**src/rtl/cmp_sched.sv**
```systemverilog
// Compare-accelerator sequencer. It loads the glyph bitmap word by word and pulses the ALU start.
// It then collects the four per-unit done flags and results, with a watchdog for a hung unit.
module cmp_sched #(
  parameter int BITMAP_W = 1536,
  parameter int WORD_W   = 16,
  parameter int NWORDS   = BITMAP_W / WORD_W,
  parameter int TIMEOUT  = 1024
) (
  input  logic                clk,
  input  logic                rst,
  input  logic                req,
  input  logic [15:0]         base_addr,
  output logic                busy,
  output logic                done,
  output logic                timeout,
  output logic [3:0]          done_mask,
  output logic                mem_rd,
  output logic [15:0]         mem_addr,
  input  logic [WORD_W-1:0]   mem_rdata,
  output logic [BITMAP_W-1:0] bitmap,
  output logic                alu_start,
  input  logic                alu_lshiftdone,
  input  logic                alu_dshiftdone,
  input  logic                alu_hscaledone,
  input  logic                alu_vscaledone,
  input  logic [15:0]         alu_lshift,
  input  logic [15:0]         alu_dshift,
  input  logic [15:0]         alu_hscale,
  input  logic [15:0]         alu_vscale,
  output logic [15:0]         res_lshift,
  output logic [15:0]         res_dshift,
  output logic [15:0]         res_hscale,
  output logic [15:0]         res_vscale
);

  localparam int CNT_W = (NWORDS > 1) ? $clog2(NWORDS) : 1;
  localparam int TO_W  = $clog2(TIMEOUT);

  typedef enum logic [2:0] {
    S_IDLE, S_LOAD, S_DRAIN, S_START, S_WAIT, S_DONE
  } state_t;

  state_t              r_state;
  state_t              w_next;
  logic [15:0]         r_base;
  logic [CNT_W-1:0]    r_cnt;
  logic                r_rd_pend;
  logic [CNT_W-1:0]    r_rd_idx;
  logic [BITMAP_W-1:0] r_bitmap;
  logic [TO_W-1:0]     r_tcnt;
  logic [3:0]          r_mask;
  logic                r_timeout;
  logic [3:0][15:0]    r_res;

  logic [3:0]          w_flags;
  logic [3:0][15:0]    w_alu;
  logic [3:0]          w_hit;
  logic [3:0]          w_mask_new;
  logic                w_complete;
  logic                w_last_word;
  logic                w_expired;

  // Unit order everywhere is {vscale, hscale, dshift, lshift}.
  assign w_flags     = {alu_vscaledone, alu_hscaledone, alu_dshiftdone, alu_lshiftdone};
  assign w_alu       = {alu_vscale, alu_hscale, alu_dshift, alu_lshift};
  assign w_hit       = w_flags & ~r_mask;
  assign w_mask_new  = r_mask | w_flags;
  assign w_complete  = &w_mask_new;
  assign w_last_word = (r_cnt == CNT_W'(NWORDS - 1));
  assign w_expired   = (r_tcnt == TO_W'(TIMEOUT - 1));

  always_ff @(posedge clk) begin
    if (rst) begin
      r_state <= S_IDLE;
    end else begin
      r_state <= w_next;
    end
  end

  always_comb begin
    w_next = r_state;
    case (r_state)
      S_IDLE:  if (req) w_next = S_LOAD;
      S_LOAD:  if (w_last_word) w_next = S_DRAIN;
      S_DRAIN: w_next = S_START;
      S_START: w_next = S_WAIT;
      S_WAIT:  if (w_complete || w_expired) w_next = S_DONE;
      S_DONE:  w_next = S_IDLE;
      default: w_next = S_IDLE;
    endcase
  end

  always_comb begin
    busy      = (r_state != S_IDLE);
    mem_rd    = (r_state == S_LOAD);
    mem_addr  = (r_state == S_LOAD) ? (r_base + 16'(r_cnt)) : 16'h0000;
    alu_start = (r_state == S_START);
    done      = (r_state == S_DONE);
  end

  // Read data arrives one cycle after the strobe, so the word index travels with a pending flag.
  always_ff @(posedge clk) begin
    if (rst) begin
      r_base    <= '0;
      r_cnt     <= '0;
      r_rd_pend <= 1'b0;
      r_rd_idx  <= '0;
      r_bitmap  <= '0;
      r_tcnt    <= '0;
      r_mask    <= '0;
      r_timeout <= 1'b0;
      r_res     <= '0;
    end else begin
      r_rd_pend <= (r_state == S_LOAD);
      r_rd_idx  <= r_cnt;
      if (r_rd_pend) begin
        for (int k = 0; k < NWORDS; k++) begin
          if (r_rd_idx == CNT_W'(k)) r_bitmap[k*WORD_W +: WORD_W] <= mem_rdata;
        end
      end
      case (r_state)
        S_IDLE: begin
          if (req) begin
            r_base    <= base_addr;
            r_cnt     <= '0;
            r_mask    <= '0;
            r_timeout <= 1'b0;
            r_res     <= '0;
          end
        end
        S_LOAD:  r_cnt  <= r_cnt + CNT_W'(1);
        S_START: r_tcnt <= '0;
        S_WAIT: begin
          r_mask <= w_mask_new;
          for (int u = 0; u < 4; u++) begin
            if (w_hit[u]) r_res[u] <= w_alu[u];
          end
          if (!w_complete) begin
            if (w_expired) r_timeout <= 1'b1;
            else           r_tcnt    <= r_tcnt + TO_W'(1);
          end
        end
        default: ;
      endcase
    end
  end

  assign bitmap     = r_bitmap;
  assign done_mask  = r_mask;
  assign timeout    = r_timeout;
  assign res_lshift = r_res[0];
  assign res_dshift = r_res[1];
  assign res_hscale = r_res[2];
  assign res_vscale = r_res[3];

endmodule

```
**config.mk**
```make
export PLATFORM = sky130hd
export DESIGN_NAME = cmp_sched
export DESIGN_NICKNAME = d
export VERILOG_FILES = /design/src/rtl/cmp_sched.sv
export SDC_FILE = /design/constraint.sdc
export NUM_CORES = 2
export LEC_CHECK = 0
export BUFFER_PORTS_ARGS = -buffer_cell sky130_fd_sc_hd__buf_2
export CAP_MARGIN = 20
export CORE_AREA = 5 5 667 669
export CTS_CLUSTER_DIAMETER = 40
export DETAILED_ROUTE_END_ITERATION = 8
export DIE_AREA = 0 0 672 674
export GPL_TIMING_DRIVEN = 0
export SLEW_MARGIN = 20
export SYNTH_ARGS = -nofsm -noshare
export SYNTH_HDL_FRONTEND = slang
export SYNTH_SLANG_ARGS = --single-unit
```
**constraint.sdc**
```tcl
create_clock -name clk -period 2.9 [get_ports clk]
set_input_delay 0.58 -clock clk [delete_from_list [all_inputs] [get_ports clk]]
set_output_delay 0.58 -clock clk [all_outputs]
set_load 0.05 [all_outputs]
```
Word-level counts from Yosys, hierarchy flattened
Cells that the tools add are included.

operators by class
  divide/modulo/power cells = 0
  reductions and logical operators = 114
  add/sub/neg operators = 3
  shifts and indexed selects = 0
  bitwise logic cells = 3
  eq/ne operators = 112
  multiplexer cells = 22
  $lt $le $gt $ge = 0
  multiply operators = 0

operators by type and width
  kind                                                                    number
  7-bit equality test (second input constant)                             33
  7-bit by 6-bit equality test with 1-bit output (second input constant)  32
  2-bit AND reduction                                                     99
  64-bit one-hot mux with 2 select lines                                  1
  7-bit by 5-bit equality test with 1-bit output (second input constant)  16
  16-bit two-way mux                                                      5
  64-bit two-way mux                                                      1
  7-bit by 4-bit equality test with 1-bit output (second input constant)  8
  7-bit by 3-bit equality test with 1-bit output (second input constant)  4
  10-bit two-way mux                                                      2
  10-bit one-hot mux with 2 select lines                                  1
  2-bit inequality test (second input constant)                           9
  3-bit AND reduction                                                     6
  16-bit by 7-bit adder with 16-bit output                                1
  3-bit one-hot mux with 5 select lines                                   1
  7-bit by 2-bit equality test with 1-bit output (second input constant)  2
  7-bit one-hot mux with 2 select lines                                   1
  10-bit by 1-bit adder with 10-bit output (second input constant)        1
  10-bit equality test (second input constant)                            1
  3-bit two-way mux                                                       3
  4-bit one-hot mux with 2 select lines                                   1
  4-bit AND reduction                                                     2
  7-bit by 1-bit adder with 7-bit output (second input constant)          1
  7-bit by 1-bit equality test with 1-bit output (second input constant)  1
  16 further kinds                                                        22

word-level totals
  register bits = 1649
  logic and storage cells = 362
  bits of input ports = 103
  memories = 0
  memory bits (read-only) = 0
  output and inout bits = 1625
  bits in latches = 0
  RAM bits = 0

Longest topological paths before layout
  depth in word-level cells = 5
  gate-level depth with buffers = 9
  depth with buffers taken out = 8

Worst setup path before layout
OpenSTA, ideal clock, no wires.

  kind = reg-to-output
  from = register r_cnt[0]
  to = output mem_addr[6]
  arrival = 2.596 ns
  setup slack = -0.276 ns
  path buffers = 0
  stages on the path, launching flop included = 9
  data required time = 2.320 ns
  path through = dfxtp_1 > ha_1 > inv_1 > fa_1 > nor2b_1 > o31a_1 > o21a_1 > nor3_1 > nor3_1

between the ends
  word-level cells in the longest chain between the ends = 2

RTL lines
  item                                      line  RTL
  start: declaration                        46    logic [CNT_W-1:0] r_cnt;
  start signal: assignment                  131   S_LOAD: r_cnt <= r_cnt + CNT_W'(1);
  16-bit by 7-bit adder with 16-bit output  96    mem_addr = (r_state == S_LOAD) ? (r_base + 16'(r_cnt)) : 16'h0000;
  16-bit two-way mux                        96
  end: declaration                          18    output logic [15:0] mem_addr,

No other way between the ends.

Worst setup path in the final report
  from = register r_base[1]
  to = output mem_addr[12]

between the ends
  word-level cells in the longest chain between the ends = 2

RTL lines
  item                                      line  RTL
  start: declaration                        45    logic [15:0] r_base;
  start signal: assignment                  124   r_base <= base_addr;
  16-bit by 7-bit adder with 16-bit output  96
  16-bit two-way mux                        96

No other way between the ends.

==> out/qor.csv <==
metric,value,unit
run status,finished with violations,
failing checks,setup timing,
worst hold margin,0.08537,ns
TritonCTS clock tree,yes,
Area Overhead vs Synth,49.26,%
RSZ-0062 raised after global routing,yes,
PD cells,709.0,nW/um^2
YS warnings,0,
Post-Syn Nets,7694,
hpwl dp,373300,um
"CTS clk-pin slew, worst paths",0.05,ns
Die Y,674,um
final setup vio count,13,
fin worst setup slack,-0.5201,ns
CP startpoint kind,flop,
"Cell Area, Placed",76770,um^2
Pre-antenna DRT Iters,8,
syn_area_per_cell,7.821,um^2
Pwr Total,62.74,mW
Seq cells post-synth,1649,
share of post-route cells with drive strength above 1,0.2827,
Die Wd,672,um
Final Wtd Congestion,0.9414,
Slew @ Worst Pin,1.245,ns
die area,452900,um^2
Final period util,1.179,
Pint,46.45,mW
Sw Pwr,16.29,mW
critical path endpoint category,output pin,
Yosys cell types,70,
met2 global-route usage,0.3158,
Initial DRC Count,6268,
post-synthesis cell area,59290,um^2
vias in the first global route,58570,
Combinational Power Share,0.056,
Post-Route Utilization,0.2023,
hold crit path type,in -> reg,
Max transition margin,0.1698,
global route overflow,0,
effective utilization at floorplan,0.1355,
worst-skew pair later-pin latency,0.93,ns
Worst EP arrival,2.84,ns
Fin. Hold Viols,0,
Leakage,34.46,nW
Avg WL per Cell,29.17,um
detailed-route wire length,459500,um
Max IR drop VDD,0.5258,mV
PortBufs,1710,
"Seq/Total Area, Yosys",0.5568,
CTS root buffer,clkbuf_16,
GRT Max-Usage Layer,met2,
Switching Fraction,0.2596,
GR Util met1,0.2293,
via count,64249,
kind of critical path,reg -> out,
power share of the sequential group,0.364,
Sinks on Clock Net,1649,
crit path time final,3.420,ns
Syn Inst Count,7581,
row cnt,243,
# IOs,1728,
CP Max Fanout,6,
Clock Power Share,0.580,
CTS max path bufs,4,
largest net degree at the start of global routing,20,
# fillers,48690,
antenna violations before repair,57,
clock buffer count from CTS,282,
WP data required,2.32,ns
final antenna-violating net count,0,
max cap viols,0,
first-pass GRT wire length,581200,um
post-route design area,88490,um^2
clk_skew,0.1194,ns
H-tree depth,5,
async set-reset flop share out of synthesis,0,
met3 global-route usage,0.05955,
Fmax achieved,292.4,MHz
"Primary FF master, synth",dfxtp_1,
Via density,4.079,
max-slew violation count,0,
Post-synth EDFFs,0,
core area,437500,um^2
post-layout net count,9848,
DRC Markers,0,
gr usage total,0.1915,
==> power groups by stage <==
stage	clock [mW]	combinational [mW]	sequential, mW
after floorplan	0	1.19	23.4
after global placement	0	3.12	23.3
after detailed placement	0	3.31	23.3
after CTS	36.9	3.56	22.8
after global routing	37.8	3.66	22.8
final	36.4	3.51	22.8
==> state kept, by name, summed over array words and instances, names as in the netlist <==
| register | count |
|---|---|
| bitmap | 1536 |
| r_base | 16 |
| res_dshift | 16 |
| res_hscale | 16 |
| res_lshift | 16 |
| res_vscale | 16 |
| r_tcnt | 10 |
| r_cnt | 7 |
| r_rd_idx | 7 |
| done_mask | 4 |
| r_state | 3 |
| r_rd_pend | 1 |
| timeout | 1 |
==> per-stage QoR <==
stage          setup WS, ns  setup TNS (ns)  cells
6_report            -0.5201          -4.916  15750
5_1_grt             -0.6628          -6.591  15723
4_1_cts             -0.6096          -6.057  15708
3_5_place_dp         -1.062         -341.09  15113
3_3_place_gp         -4.201        -3484.20  15048
2_1_floorplan      -0.05776        -0.06474   7581
==> what timing repair did <==
| action | in CTS | in global routing |
|---|---|---|
| setup buffers | 30 | 12 |
| hold buffers | 58 | 0 |
| setup endpoints to repair | 931 | 122 |
| endpoints found under the hold margin | 58 | 0 |
| pin swaps | 23 | 24 |
| gates cloned | 2 | 0 |
| resized for setup | 108 | 26 |
==> placed cells by master, fill, tap and decap left out, drive strengths merged, types with 31 or more instances in the layout <==
cell type    synthesis  routed
nand2             3304    3304
buf                206    2022
dfxtp             1649    1649
a21oi             1632    1632
clkbuf             398     723
nor2               145     145
nand3               88      88
clkinv               0      68
dlygate4sd3          0      58
bufinv               0      45
inv                  6      45
diode                0      31
==> cell type report <==
class	instances	area, um^2	area share
clock buffers	329	7495	0.08469
repair buffers	1878	11080	0.1252
well taps	5757	7203	0.08140
clock inverters	182	2734	0.03089
diodes	31	77.57	0.0008766
flip-flops and latches	1649	33050	0.3735
inverters	6	26.28	0.0002969
multi-input cells	5322	23940	0.2705
plain buffers	596	2887	0.03262
==> cells in the mapped netlist (8+ instances only) <==
| master | count | share of area |
|---|---|---|
| a21oi_1 | 1632 | 0.14 |
| buf_1 | 22 | 0.0014 |
| buf_2 | 125 | 0.011 |
| buf_4 | 42 | 0.0053 |
| buf_6 | 16 | 0.0030 |
| clkbuf_1 | 397 | 0.025 |
| dfxtp_1 | 1649 | 0.56 |
| ha_1 | 9 | 0.0019 |
| nand2_1 | 3293 | 0.21 |
| nand2b_1 | 8 | 0.00084 |
| nand3_1 | 81 | 0.0068 |
| nor2_1 | 58 | 0.0037 |
| nor2_2 | 37 | 0.0039 |
| nor2_4 | 39 | 0.0074 |
| nor2_8 | 11 | 0.0037 |
| nor2b_1 | 12 | 0.0013 |
| nor3_1 | 8 | 0.00068 |
| o21ai_0 | 15 | 0.0013 |
| xor2_1 | 11 | 0.0016 |
==> worst max-delay path, cell delays in order, from the launching register on <==
cell and delay, ns:
dfxtp_1 0.38, inv_1 0.09, fa_2 0.39, nor2b_2 0.14
o31a_1 0.28, o2111ai_2 0.14, xor2_1 0.20, nor2_1 0.17
buf_6 0.18
==> logic make-up after synthesis <==
group,Yosys count,synth area share
simple gates,3615,0.2481
compound gates,1682,0.1444
flops,1649,0.5568
buf+inv,610,0.04615
xor+xnor,11,0.001625
fa+ha+maj,10,0.002237
mux,4,0.0007386
==> path summary, 6_finish.rpt <==
| check | startpoint | cells after the start | endpoint | slack, ns |
|---|---|---|---|---|
| setup / recovery | r_base[1] | 8 | mem_addr[12] | -0.52 |
| hold reg to reg | bitmap[1410] | 2 | bitmap[1410] | 0.45 |
| hold / removal | alu_hscale[13] | 3 | res_hscale[13] | 0.09 |
| setup reg to reg | r_rd_idx[3] | 7 | bitmap[1197] | 0.05 |
==> per-layer routing <==
metal / vias to the layer above / part of all wire
met1: 31099 / 0.39
met5: - / 0.00088
met3: 807 / 0.094
met2: 3444 / 0.46
li1: 28883 / -
met4: 16 / 0.051
Note: power is estimated with default switching activity, not from simulation.
